$ cat src/rtl/apb_requester.sv
// -----------------------------------------------------------------------------
// apb_requester
//
// Buffers simple read/write commands in a small FIFO and replays them, one at
// a time, as APB transfers. Each transfer walks IDLE -> SETUP -> ACCESS -> TURN
// and therefore occupies exactly four cycles. A one-cycle completion pulse
// (rsp_valid) follows every transfer, in command order.
//
// Ports
//   clk, rst          : rising-edge clock, synchronous active-high reset
//   cmd_valid/ready   : command handshake (ready = buffer not full, not in reset)
//   cmd_write         : 1 = write, 0 = read
//   cmd_addr          : register address       (Amba_Addr_Depth bits)
//   cmd_wdata         : write data             (Amba_Word bits)
//   PADDR, PSEL, PENABLE, PWRITE, PWDATA : APB requester outputs
//   PRDATA            : APB read data, registered by the completer
//   rsp_valid         : completion pulse, one cycle after TURN
//   rsp_write         : direction of the completed transfer
//   rsp_rdata         : read data of the completed transfer, 0 for writes
//   busy              : buffer non-empty or transfer in flight
// -----------------------------------------------------------------------------
module apb_requester #(
    parameter int Amba_Addr_Depth = 20,
    parameter int Amba_Word       = 32,
    parameter int Fifo_Depth      = 4
) (
    input  logic                       clk,
    input  logic                       rst,
    input  logic                       cmd_valid,
    output logic                       cmd_ready,
    input  logic                       cmd_write,
    input  logic [Amba_Addr_Depth-1:0] cmd_addr,
    input  logic [Amba_Word-1:0]       cmd_wdata,
    output logic [Amba_Addr_Depth-1:0] PADDR,
    output logic                       PSEL,
    output logic                       PENABLE,
    output logic                       PWRITE,
    output logic [Amba_Word-1:0]       PWDATA,
    input  logic [Amba_Word-1:0]       PRDATA,
    output logic                       rsp_valid,
    output logic                       rsp_write,
    output logic [Amba_Word-1:0]       rsp_rdata,
    output logic                       busy
);

    // Pointers carry one extra wrap bit so full and empty are distinguishable.
    localparam int PW = $clog2(Fifo_Depth) + 1;
    localparam int EW = 1 + Amba_Addr_Depth + Amba_Word;

    localparam logic [1:0] IDLE   = 2'd0;
    localparam logic [1:0] SETUP  = 2'd1;
    localparam logic [1:0] ACCESS = 2'd2;
    localparam logic [1:0] TURN   = 2'd3;

    // Command buffer storage: {write, addr, wdata} per entry.
    logic [EW-1:0] fifo_mem [Fifo_Depth];

    logic [PW-1:0] wr_ptr_reg;
    logic [PW-1:0] rd_ptr_reg;
    logic [1:0]    state_reg;
    logic [1:0]    state_next;

    logic [Amba_Addr_Depth-1:0] paddr_reg;
    logic [Amba_Word-1:0]       pwdata_reg;
    logic                       pwrite_reg;

    logic                 rsp_valid_reg;
    logic                 rsp_write_reg;
    logic [Amba_Word-1:0] rsp_rdata_reg;

    logic          full;
    logic          empty;
    logic          push;
    logic          pop;
    logic [EW-1:0] head;

    assign empty = (wr_ptr_reg == rd_ptr_reg);
    assign full  = (wr_ptr_reg[PW-1] != rd_ptr_reg[PW-1]) &&
                   (wr_ptr_reg[PW-2:0] == rd_ptr_reg[PW-2:0]);

    // Gating with rst keeps a command offered during reset from being taken.
    assign cmd_ready = !full && !rst;
    assign push      = cmd_valid && cmd_ready;
    // The head is consumed on the IDLE->SETUP edge only.
    assign pop       = (state_reg == IDLE) && !empty;
    assign head      = fifo_mem[rd_ptr_reg[PW-2:0]];

    // Storage is not reset: entries are only ever read behind the pointers.
    always_ff @(posedge clk) begin
        if (push) begin
            fifo_mem[wr_ptr_reg[PW-2:0]] <= {cmd_write, cmd_addr, cmd_wdata};
        end
    end

    always_comb begin
        state_next = state_reg;
        case (state_reg)
            IDLE:    if (!empty) state_next = SETUP;
            SETUP:   state_next = ACCESS;
            ACCESS:  state_next = TURN;
            default: state_next = IDLE;
        endcase
    end

    always_ff @(posedge clk) begin
        if (rst) begin
            state_reg     <= IDLE;
            wr_ptr_reg    <= '0;
            rd_ptr_reg    <= '0;
            paddr_reg     <= '0;
            pwdata_reg    <= '0;
            pwrite_reg    <= 1'b0;
            rsp_valid_reg <= 1'b0;
            rsp_write_reg <= 1'b0;
            rsp_rdata_reg <= '0;
        end else begin
            state_reg <= state_next;

            if (push) begin
                wr_ptr_reg <= wr_ptr_reg + PW'(1);
            end

            // Address, direction and data are latched once and then held
            // through SETUP/ACCESS and beyond until the next transfer.
            if (pop) begin
                rd_ptr_reg <= rd_ptr_reg + PW'(1);
                {pwrite_reg, paddr_reg, pwdata_reg} <= head;
            end

            // The completer registered PRDATA at the end of ACCESS, so it is
            // stable throughout TURN and is captured at the end of TURN.
            rsp_valid_reg <= (state_reg == TURN);
            if (state_reg == TURN) begin
                rsp_write_reg <= pwrite_reg;
                rsp_rdata_reg <= pwrite_reg ? '0 : PRDATA;
            end
        end
    end

    assign PADDR     = paddr_reg;
    assign PWDATA    = pwdata_reg;
    assign PWRITE    = pwrite_reg;
    assign PSEL      = (state_reg == SETUP) || (state_reg == ACCESS);
    assign PENABLE   = (state_reg == ACCESS);
    assign rsp_valid = rsp_valid_reg;
    assign rsp_write = rsp_write_reg;
    assign rsp_rdata = rsp_rdata_reg;
    assign busy      = !empty || (state_reg != IDLE);

endmodule

$ cat config.mk
export PLATFORM = sky130hd
export DESIGN_NAME = apb_requester
export DESIGN_NICKNAME = d
export VERILOG_FILES = /design/src/rtl/apb_requester.sv
export SDC_FILE = /design/constraint.sdc
export NUM_CORES = 1
export LEC_CHECK = 0
export CAP_MARGIN = 20
export CORE_AREA = 5 5 182 184
export CTS_CLUSTER_DIAMETER = 30
export DETAILED_ROUTE_END_ITERATION = 10
export DIE_AREA = 0 0 187 189
export GPL_TIMING_DRIVEN = 1
export SYNTH_ARGS = -nofsm -noshare
export SYNTH_HDL_FRONTEND = slang
export SYNTH_SLANG_ARGS = --single-unit
export TNS_END_PERCENT = 10
$ cat constraint.sdc
create_clock -name clk -period 4.35 [get_ports clk]
set_clock_uncertainty 0.05 [all_clocks]
set_input_delay 0.6525 -clock clk [delete_from_list [all_inputs] [get_ports clk]]
set_output_delay 0.6525 -clock clk [all_outputs]
set_load 0.02 [all_outputs]
==> results of run 1 <==
-- worst paths after layout --
| check | endpoint | slack, ns |
|---|---|---|
| min | PWDATA[28] | 0.40 |
| max reg2reg | fifo_mem[0][44] | 1.61 |
| max | cmd_ready | 1.04 |
| min reg2reg | PWDATA[28] | 0.40 |
-- synth_stat cells --
cell type  count  area, um^2
nor2_1        37         139
nand2_1      113         424
or4_1          1        7.51
buf_12         5         100
buf_2          2        10.0
edfxtp_1     212        6370
o31a_2         2        20.0
xor2_4         1        27.5
a311o_1        2        20.0
and4bb_2       1        12.5
buf_1          7        26.3
a31oi_1        1        6.26
nor2b_1       35         219
a211oi_1       2        15.0
mux2_2         1        11.3
buf_6          5        56.3
inv_2          1        3.75
and3_1         4        25.0
mux2_1         1        11.3
xnor2_1        1        8.76
inv_1          9        33.8
mux4_2        53        1190
dfxtp_1       95        1900
mux2i_1       57         571
nor4bb_1       1        10.0
a21oi_1       32         160
nor3_1         2        10.0
o31a_1         2        17.5
clkbuf_1      20        75.1
nand3_1        1        5.00
buf_4          3        22.5
xor2_2         2        32.5
o31ai_2        1        12.5
ha_1           9         113
nor4_1         1        6.26
o311ai_0       1        8.76
-- power groups by stage --
stage          logic (W)  registers (W)  clock network (W)
3_3_place_gp     0.00252        0.00383                  0
2_1_floorplan    0.00142        0.00406                  0
3_5_place_dp     0.00253        0.00383                  0
4_1_cts          0.00254        0.00379            0.00517
5_1_grt          0.00267        0.00383            0.00533
6_report         0.00248        0.00377            0.00505
-- metal layers --
layer | GRT usage | vias to the layer above
li1 | - | 3137
met1 | 0.176 | 3204
met2 | 0.224 | 212
met3 | 0.0474 | 59
met4 | 0.0526 | 6
met5 | 0 | -
-- critical path, stage by stage, from the launching register on --
cell,delay (ns)
dfxtp_4,0.64
xor2_2,0.47
nor3_1,0.12
nor2_1,0.19
clkdlybuf4s50_1,0.65
-- kinds of logic (layout without fill, tap and decap cells) --
kind of cell,after synthesis,count (layout),share of synthesized area
mux,112,112,0.153
simple gates,196,196,0.0735
flops,307,307,0.708
fa+ha+maj,9,9,0.00964
buf+inv,52,324,0.0281
xor+xnor,4,4,0.00589
compound gates,43,43,0.0223
-- final cells by class --
cell class,instances,share of cell area
timing repair buffer,186,0.115
clock inverter,40,0.0274
sequential,307,0.513
tap,402,0.0312
clock buffer,88,0.118
multi-input combinational,364,0.193
inverter,10,0.00248
-- stage by stage --
| step | instance area (um^2) | util | std cells | total power [W] | setup WS [ns] |
|---|---|---|---|---|---|
| detailed placement | 13800 | 0.441 | 1268 | 0.00636 | 1.48 |
| global placement | 13800 | 0.441 | 1268 | 0.00635 | 1.53 |
| CTS | 16100 | 0.516 | 1396 | 0.0115 | 1.01 |
| finish | 16100 | 0.517 | 1397 | 0.0113 | 1.04 |
| global route | 16100 | 0.517 | 1397 | 0.0118 | 0.870 |
| floorplan | 11700 | - | 723 | 0.00548 | 1.35 |
==> summary.md, run 1 <==
| Metric | Value |
|---|---|
| Status | `complete, no violations` |
| Synth-to-layout area growth | `38.2%` |
| Vias | `approximately 6,600` |
| Mapped Nets | `approximately 800` |
| Crit share post-route | `0.761` |
| Via density | `between 4 and 5` |
| Layout Nets | `just over 1,000` |
| Metal-1 WL | `around 11,000 um` |
| Pwr per Cell Area | `between 700 and 800 nW/um^2` |
| First-pass GRT wire length | `roughly 40,000 um` |
| Min cycle time layout | `roughly 3.3 ns` |
| Final setup violation count | `0` |
| Routed Antenna Nets | `0` |
| Worst-margin pin slew | `approximately 1.1 ns` |
| Core area | `~31,000 um^2` |
| Worst min path class | `reg -> reg` |
| Initial antenna violation count | `3` |
| CP Launch Type | `register` |
| Internal power | `0.00818 W` |
| Root Buffer Master | `clkbuf_16` |
| Worst R2R Path Depth | `3` |
| Synth Area per Inst | `16.2 um^2` |
| Origin of the worst setup path | `rd_ptr_reg[0]` |
| Rel. slew slack | `0.291` |
| Maximum Capacitance Violations | `0` |
| First-pass DRT Iterations | `4` |
| Setup Buffers After CTS | `0` |
| Net switching power | `around 0.0031 W` |
| Metal3 WL | `roughly 1500 um` |
| Layout cells sized above 1 | `0.193` |
| Die span in x | `between 150 and 200 um` |
| WHS Path Cells | `2` |
| Die area | `35,300 um^2` |
| Post-Syn Instances | `between 700 and 800` |
| Routed Wire Length | `~25,000 um` |
| CP endpoint kind | `primary output` |
| Leakage | `5.82 nW` |
| Pins Over Slew Limit | `0` |
| Largest net degree at the start of global routing | `between 90 and 100` |
| YS warnings | `0` |
| RSZ-0062 raised after global routing | `no` |
| FF/Latch Area | `8280 um^2` |
| Post-CTS sizing | `0` |
| Diode count | `0` |
| Hold Slack | `around 0.40 ns` |
| Critical Path AT | `around 2.6 ns` |
| Drt wl/cell | `between 15 and 20 um` |
| Inserted Clock Buffers | `70` |
| HP Start | `PWDATA[28]` |
| Maximum VDD drop | `~0.00042 V` |
| DP HPWL | `~14,000 um` |
| Clock power share | `0.447` |
| CP Max Fanout | `23` |
| Hold_buf cts | `0` |
| CTS clock-pin slew for the worst setup and hold paths | `approximately 0.040 ns` |
| Sw Ratio | `0.277` |
| Skew-Pair Late Insertion Delay | `0.55 ns` |
| Setup TNS | `0 ns` |
| Uppermost layer routed | `met5` |
| Final GP Congestion | `roughly 0.74` |
| FF+latch count, synth | `about 310` |
| H-tree depth | `3` |
| Combinational share of power | `0.219` |
| DIE HEIGHT | `189 um` |
| Most frequent cells in the layout | `edfxtp_1, clkdlybuf4s50_1, nand2_1` |
| Multi-input logic area | `approximately 3100 um^2` |
| Fillers | `approximately 2,600` |
| Commonest non-fill, non-tap cell in the layout | `edfxtp_1` |
| DRC Markers | `0` |
| Final hold violation count | `0` |
| Effective utilization at floorplan | `0.374` |
| Worst r2r src | `rd_ptr_reg[0]` |
| Critical path type | `reg -> out` |
| Seq pwr share | `0.334` |
| 1st-iter DRT viols | `286` |
| Max Fclk | `approximately 300 MHz` |
| Yosys cell types | `36` |
| I/O Pins | `179` |
| TritonCTS sink count | `307` |
| CP required | `3.65 ns` |
| CTS tree | `yes` |
| Gr usage total | `0.139` |
| Clk buf depth | `3` |
| Largest register FFs | `around 210` |
| Port bufs | `178` |
| Gr ovfl total | `0` |
| Post-synthesis sequential area ratio | `0.708` |
| Met2 WL | `11,500 um` |
| FP Rows | `65` |
| Vias in the first global route | `6,967` |
| Cell area after synthesis | `approximately 12,000 um^2` |
Note: power is estimated with default switching activity, not from simulation.
==> run 2, diff against run 1 <==
==> constraint.sdc (replaced) <==
create_clock -name clk -period 3.34 [get_ports clk]
set_clock_uncertainty 0.05 [all_clocks]
set_input_delay 0.501 -clock clk [delete_from_list [all_inputs] [get_ports clk]]
set_output_delay 0.501 -clock clk [all_outputs]
set_load 0.02 [all_outputs]
==> run 2 against run 1 <==
Against the previous run:
- sequential share of layout area grew 0.38 points
- critical path depth grew 2
- first-iteration DRC count grew 1.0%
- total power grew 26%
- clock power grew 20%
- largest cell class unchanged
==> summary.md, run 2 (synthesis gave the netlist of run 1 again) <==
| Metric | Value |
|---|---|
| DRC Markers | `0` |
| Post-Layout Cell Count | `about 1,400` |
| Diode count | `0` |
| Hold Slack | `roughly 0.4 ns` |
| Metal-1 WL | `10,900 um` |
| Maximum Capacitance Violations | `0` |
| FP Rows | `65` |
| Die area | `between 30,000 and 40,000 um^2` |
| Synth-to-layout area growth | `37.2%` |
| Die span in x | `around 190 um` |
| Dpl cells | `1,274` |
| Max Fclk | `between 300 and 400 MHz` |
| Worst min path class | `reg -> reg` |
| CTS tree | `yes` |
| Final WS setup | `between 0.15 and 0.2 ns` |
| Root Buffer Master | `clkbuf_16` |
| CP endpoint kind | `primary output` |
| Hold_buf cts | `0` |
| H-tree depth | `3` |
| Most frequent cells in the layout | `edfxtp_1, clkdlybuf4s50_1, nand2_1` |
| Setup Buffers After CTS | `0` |
| Vias | `~6,700` |
| First-pass DRT Iterations | `4` |
| Worst-margin pin slew | `about 0.83 ns` |
| Internal power | `approximately 0.01 W` |
| Final GP Congestion | `0.761` |
| DIE HEIGHT | `189 um` |
| Rel. slew slack | `0.446` |
| Status | `complete, no violations` |
| Largest net degree at the start of global routing | `between 60 and 70` |
| Layout cells sized above 1 | `0.196` |
| Fillers | `roughly 2,700` |
| Routed Wire Length | `between 20,000 and 30,000 um` |
| Met2 WL | `~12,000 um` |
| Crit share post-route | `0.943` |
| Final hold violation count | `0` |
| Commonest non-fill, non-tap cell in the layout | `edfxtp_1` |
| First-pass GRT wire length | `40,000 um` |
| DP Worst Slack | `0.697 ns` |
| Metal3 WL | `between 2000 and 2500 um` |
| Vias in the first global route | `between 7,000 and 8,000` |
| Gr ovfl total | `0` |
| 1st-iter DRT viols | `approximately 290` |
| Initial antenna violation count | `2` |
| Critical path type | `reg -> out` |
| Drt wl/cell | `between 15 and 20 um` |
| RSZ-0062 raised after global routing | `no` |
| I/O Pins | `around 180` |
| Seq pwr share | `0.345` |
| Skew-Pair Late Insertion Delay | `about 0.53 ns` |
| Maximum VDD drop | `just under 0.0006 V` |
| Final setup violation count | `0` |
| Net switching power | `0.00404 W` |
| DP HPWL | `14,400 um` |
| Min cycle time layout | `about 3.1 ns` |
| Effective utilization at floorplan | `0.374` |
| Util after Layout | `0.513` |
| CP required | `2.79 ns` |
| Pins Over Slew Limit | `0` |
| Combinational share of power | `0.230` |
| Routed Antenna Nets | `0` |
| Leakage | `5.78 nW` |
| Core area | `about 31,000 um^2` |
| Port bufs | `between 150 and 200` |
| Inserted Clock Buffers | `66` |
| Clk buf depth | `3` |
| Uppermost layer routed | `met5` |
| Sw Ratio | `0.284` |
| CTS clock-pin slew for the worst setup and hold paths | `roughly 0.04 ns` |
| Clock power share | `0.425` |
| TritonCTS sink count | `around 310` |
| Pwr per Cell Area | `887 nW/um^2` |
| Largest register FFs | `~210` |
| CP Launch Type | `register` |
| Layout Nets | `approximately 1,000` |
| Post-CTS sizing | `0` |
| Critical Path AT | `about 2.6 ns` |
| Gr usage total | `0.142` |
| Via density | `between 4 and 5` |
| CP Max Fanout | `7` |
| Setup TNS | `0 ns` |
==> run 2: cell count changes in the layout (fill, tap and decap cells not counted), moves of 2 or more <==
cell,change
buf_12,+4
bufinv_16,-4
clkbuf_1,-4
clkbuf_16,-2
clkbuf_8,-3
clkinv_2,+3
clkinv_4,+4
clkinvlp_4,-2
inv_6,+2
==> run 2: layout make-up <==
type | count | area (um^2) | area share
flip-flops and latches | 307 | 8280 | 0.516
multi-input cells | 364 | 3120 | 0.195
repair buffers | 191 | 1940 | 0.121
clock buffers | 79 | 1800 | 0.113
well taps | 402 | 503 | 0.0314
clock inverters | 42 | 343 | 0.0214
inverters | 10 | 40.0 | 0.00250
==> run 2: path summary, 6_finish.rpt <==
kind	slack (ns)	end	startpoint	cells past startpoint
hold / removal	0.41	PWDATA[5]	PWDATA[5]	2
hold reg to reg	0.41	PWDATA[5]	PWDATA[5]	2
setup reg to reg	0.75	fifo_mem[3][6]	rd_ptr_reg[0]	4
setup / recovery	0.19	busy	state_reg[0]	6
==> run 2: per-stage QoR <==
step	instance area (um^2)	total power, W
global route	16000	0.0149
finish	16000	0.0142
detailed placement	13900	0.00831
floorplan	11700	0.00713
CTS	16000	0.0144
global placement	13900	0.00828
==> run 2: routing by layer <==
layer	up-vias	GRT usage
li1	3142	-
met1	3315	0.175
met2	210	0.234
met3	43	0.0544
met4	4	0.0418
met5	-	0
==> run 2: worst max-delay path: stages (launching register included) <==
cell and delay, ns:
dfxtp_1 0.33, inv_1 0.09, ha_1 0.33, inv_1 0.10
nor4_1 0.54, inv_1 0.12, clkdlybuf4s50_1 0.57
==> run 2: power by group through the flow <==
stage                     Combinational, W  Sequential, W  Clock, W
after CTS                          0.00334        0.00493   0.00617
after global routing               0.00351        0.00498   0.00638
final                              0.00326        0.00491   0.00604
after detailed placement           0.00332        0.00498         0
after global placement             0.00330        0.00498         0
after floorplan                    0.00185        0.00528         0
==> run 3, diff against run 2 <==
--- a/config.mk
+++ b/config.mk
@@ -6,11 +6,14 @@
 export NUM_CORES = 1
 export LEC_CHECK = 0
 export CAP_MARGIN = 20
+export CELL_PAD_IN_SITES_DETAIL_PLACEMENT = 0
+export CELL_PAD_IN_SITES_GLOBAL_PLACEMENT = 1
 export CORE_AREA = 5 5 182 184
 export CTS_CLUSTER_DIAMETER = 30
 export DETAILED_ROUTE_END_ITERATION = 10
 export DIE_AREA = 0 0 187 189
 export GPL_TIMING_DRIVEN = 1
+export PLACE_DENSITY_LB_ADDON = 0.1
 export SYNTH_ARGS = -nofsm -noshare
 export SYNTH_HDL_FRONTEND = slang
 export SYNTH_SLANG_ARGS = --single-unit
==> run 3 against run 2 <==
Against the previous run:
- combinational power about the same
- die area is the same
- global-route usage rose by 0.058 points
- critical endpoint unchanged
==> summary.md, run 3 (synthesis gave the netlist of run 1 again) <==
| Metric | Value |
|---|---|
| Vias | `roughly 6,700` |
| 1st-iter DRT viols | `339` |
| Clk buf depth | `3` |
| Gr usage total | `0.143` |
| Vias in the first global route | `7,247` |
| Layout Nets | `1,038` |
| Diode count | `0` |
| Root Buffer Master | `clkbuf_16` |
| Largest register FFs | `212` |
| FP Rows | `65` |
| Rel. slew slack | `0.429` |
| Initial antenna violation count | `2` |
| Setup TNS | `0 ns` |
| CP required | `2.79 ns` |
| Port bufs | `roughly 180` |
| Die span in x | `about 190 um` |
| Critical path type | `reg -> out` |
| Hold Slack | `approximately 0.4 ns` |
| Pwr per Cell Area | `889 nW/um^2` |
| Via density | `between 4 and 5` |
| CP Max Fanout | `7` |
| Worst path top cell family by delay | `buffers and inverters` |
| Final hold violation count | `0` |
| CTS clock-pin slew for the worst setup and hold paths | `around 0.050 ns` |
| Crit share post-route | `0.917` |
| First-pass GRT wire length | `40,700 um` |
| Largest net degree at the start of global routing | `just under 60` |
| Leakage | `5.79 nW` |
| RSZ-0062 raised after global routing | `no` |
| Total power draw | `around 0.014 W` |
| Drt wl/cell | `between 15 and 20 um` |
| Critical path buffer and inverter count | `4` |
| DP HPWL | `15,700 um` |
| DRC Markers | `0` |
| Maximum Capacitance Violations | `0` |
| Min cycle time layout | `about 3 ns` |
| Skew-Pair Late Insertion Delay | `between 0.5 and 0.6 ns` |
| Max Fclk | `between 300 and 400 MHz` |
| Commonest non-fill, non-tap cell in the layout | `edfxtp_1` |
| H-tree depth | `2` |
| CP Launch Type | `register` |
| Critical Path AT | `around 2.5 ns` |
| Cell at the slowest stage of the critical path | `clkdlybuf4s50_1` |
| Routed Antenna Nets | `0` |
| Effective utilization at floorplan | `0.374` |
| Final GP Congestion | `between 0.7 and 0.8` |
| First-pass DRT Iterations | `4` |
| Layout cells sized above 1 | `0.193` |
| TritonCTS sink count | `between 300 and 400` |
| Inserted Clock Buffers | `60` |
| CP endpoint kind | `primary output` |
| Core area | `31,200 um^2` |
| Final setup violation count | `0` |
| Synth-to-layout area growth | `37.7%` |
| DIE HEIGHT | `about 190 um` |
| Crit-path cells | `inv_1 > ha_1 > inv_1 > nor4_1 > inv_1 > clkdlybuf4s50_1` |
| Crit path top cell by count | `inv_1` |
| Fillers | `roughly 2,600` |
| Die area | `35,300 um^2` |
| Largest stage delay on the critical path | `about 0.55 ns` |
| Routed Wire Length | `25,400 um` |
| Worst min path class | `reg -> reg` |
| CTS tree | `yes` |
| Status | `complete, no violations` |
| Maximum VDD drop | `between 0.0004 and 0.0005 V` |
| Most frequent cells in the layout | `edfxtp_1, clkdlybuf4s50_1, nand2_1` |
| I/O Pins | `approximately 180` |
| Pins Over Slew Limit | `0` |
| Gr ovfl total | `0` |
| Worst-margin pin slew | `around 0.86 ns` |
[run 3: path summary, 6_finish.rpt]
kind,from,endpoint,slack (ns),cells after the start
worst min-delay path,PWDATA[23],PWDATA[23],0.41,2
worst min register to register,PWDATA[23],PWDATA[23],0.41,2
worst max-delay path,state_reg[0],busy,0.28,6
worst max register to register,rd_ptr_reg[0],fifo_mem[2][14],0.85,4
[run 3: timing repair]
| item | CTS | global route |
|---|---|---|
| resized for setup | 0 | 0 |
| endpoints found under the setup margin | 0 | 2 |
| hold buffers | 0 | 0 |
| setup buffers | 0 | 1 |
[run 3: worst min-delay path, stage by stage, from the launching register on]
cell and delay, ns:
dfxtp_1 0.30, nand2_1 0.05, mux2i_1 0.05
[run 3: cell type report]
cell class,count,area (um^2),share of cell area
multi-input combinational,364,3120,0.194
timing repair buffer,198,2010,0.125
clock inverter,34,453,0.0282
sequential,307,8280,0.514
clock buffer,78,1690,0.105
tap,402,503,0.0313
inverter,10,40.0,0.00249
[run 3: per-stage QoR]
| step | utilization | worst slack, ns | area [um^2] | std cells |
|---|---|---|---|---|
| 6_report | 0.515 | 0.276 | 16100 | 1393 |
| 5_1_grt | 0.515 | 0.0269 | 16100 | 1393 |
| 4_1_cts | 0.515 | 0.0201 | 16100 | 1392 |
| 3_5_place_dp | 0.446 | 0.632 | 13900 | 1280 |
| 3_3_place_gp | 0.446 | 0.640 | 13900 | 1280 |
| 2_1_floorplan | - | 0.489 | 11700 | 723 |
[run 3: routing by layer]
metal	global-route usage	wire (um)	share of wire	vias up
li1	-	-	-	3130
met1	0.182	11100	0.44	3272
met2	0.237	12100	0.48	205
met3	0.0417	1610	0.063	48
met4	0.0429	522	0.021	4
met5	0	27	0.0011	-
[run 3: where the power goes]
group,total (W),internal (W),switching (W)
clock network,0.00616,0.00419,0.00196
registers,0.00487,0.00458,0.000294
logic,0.00328,0.00163,0.00165
total,0.0143,0.0104,0.00391
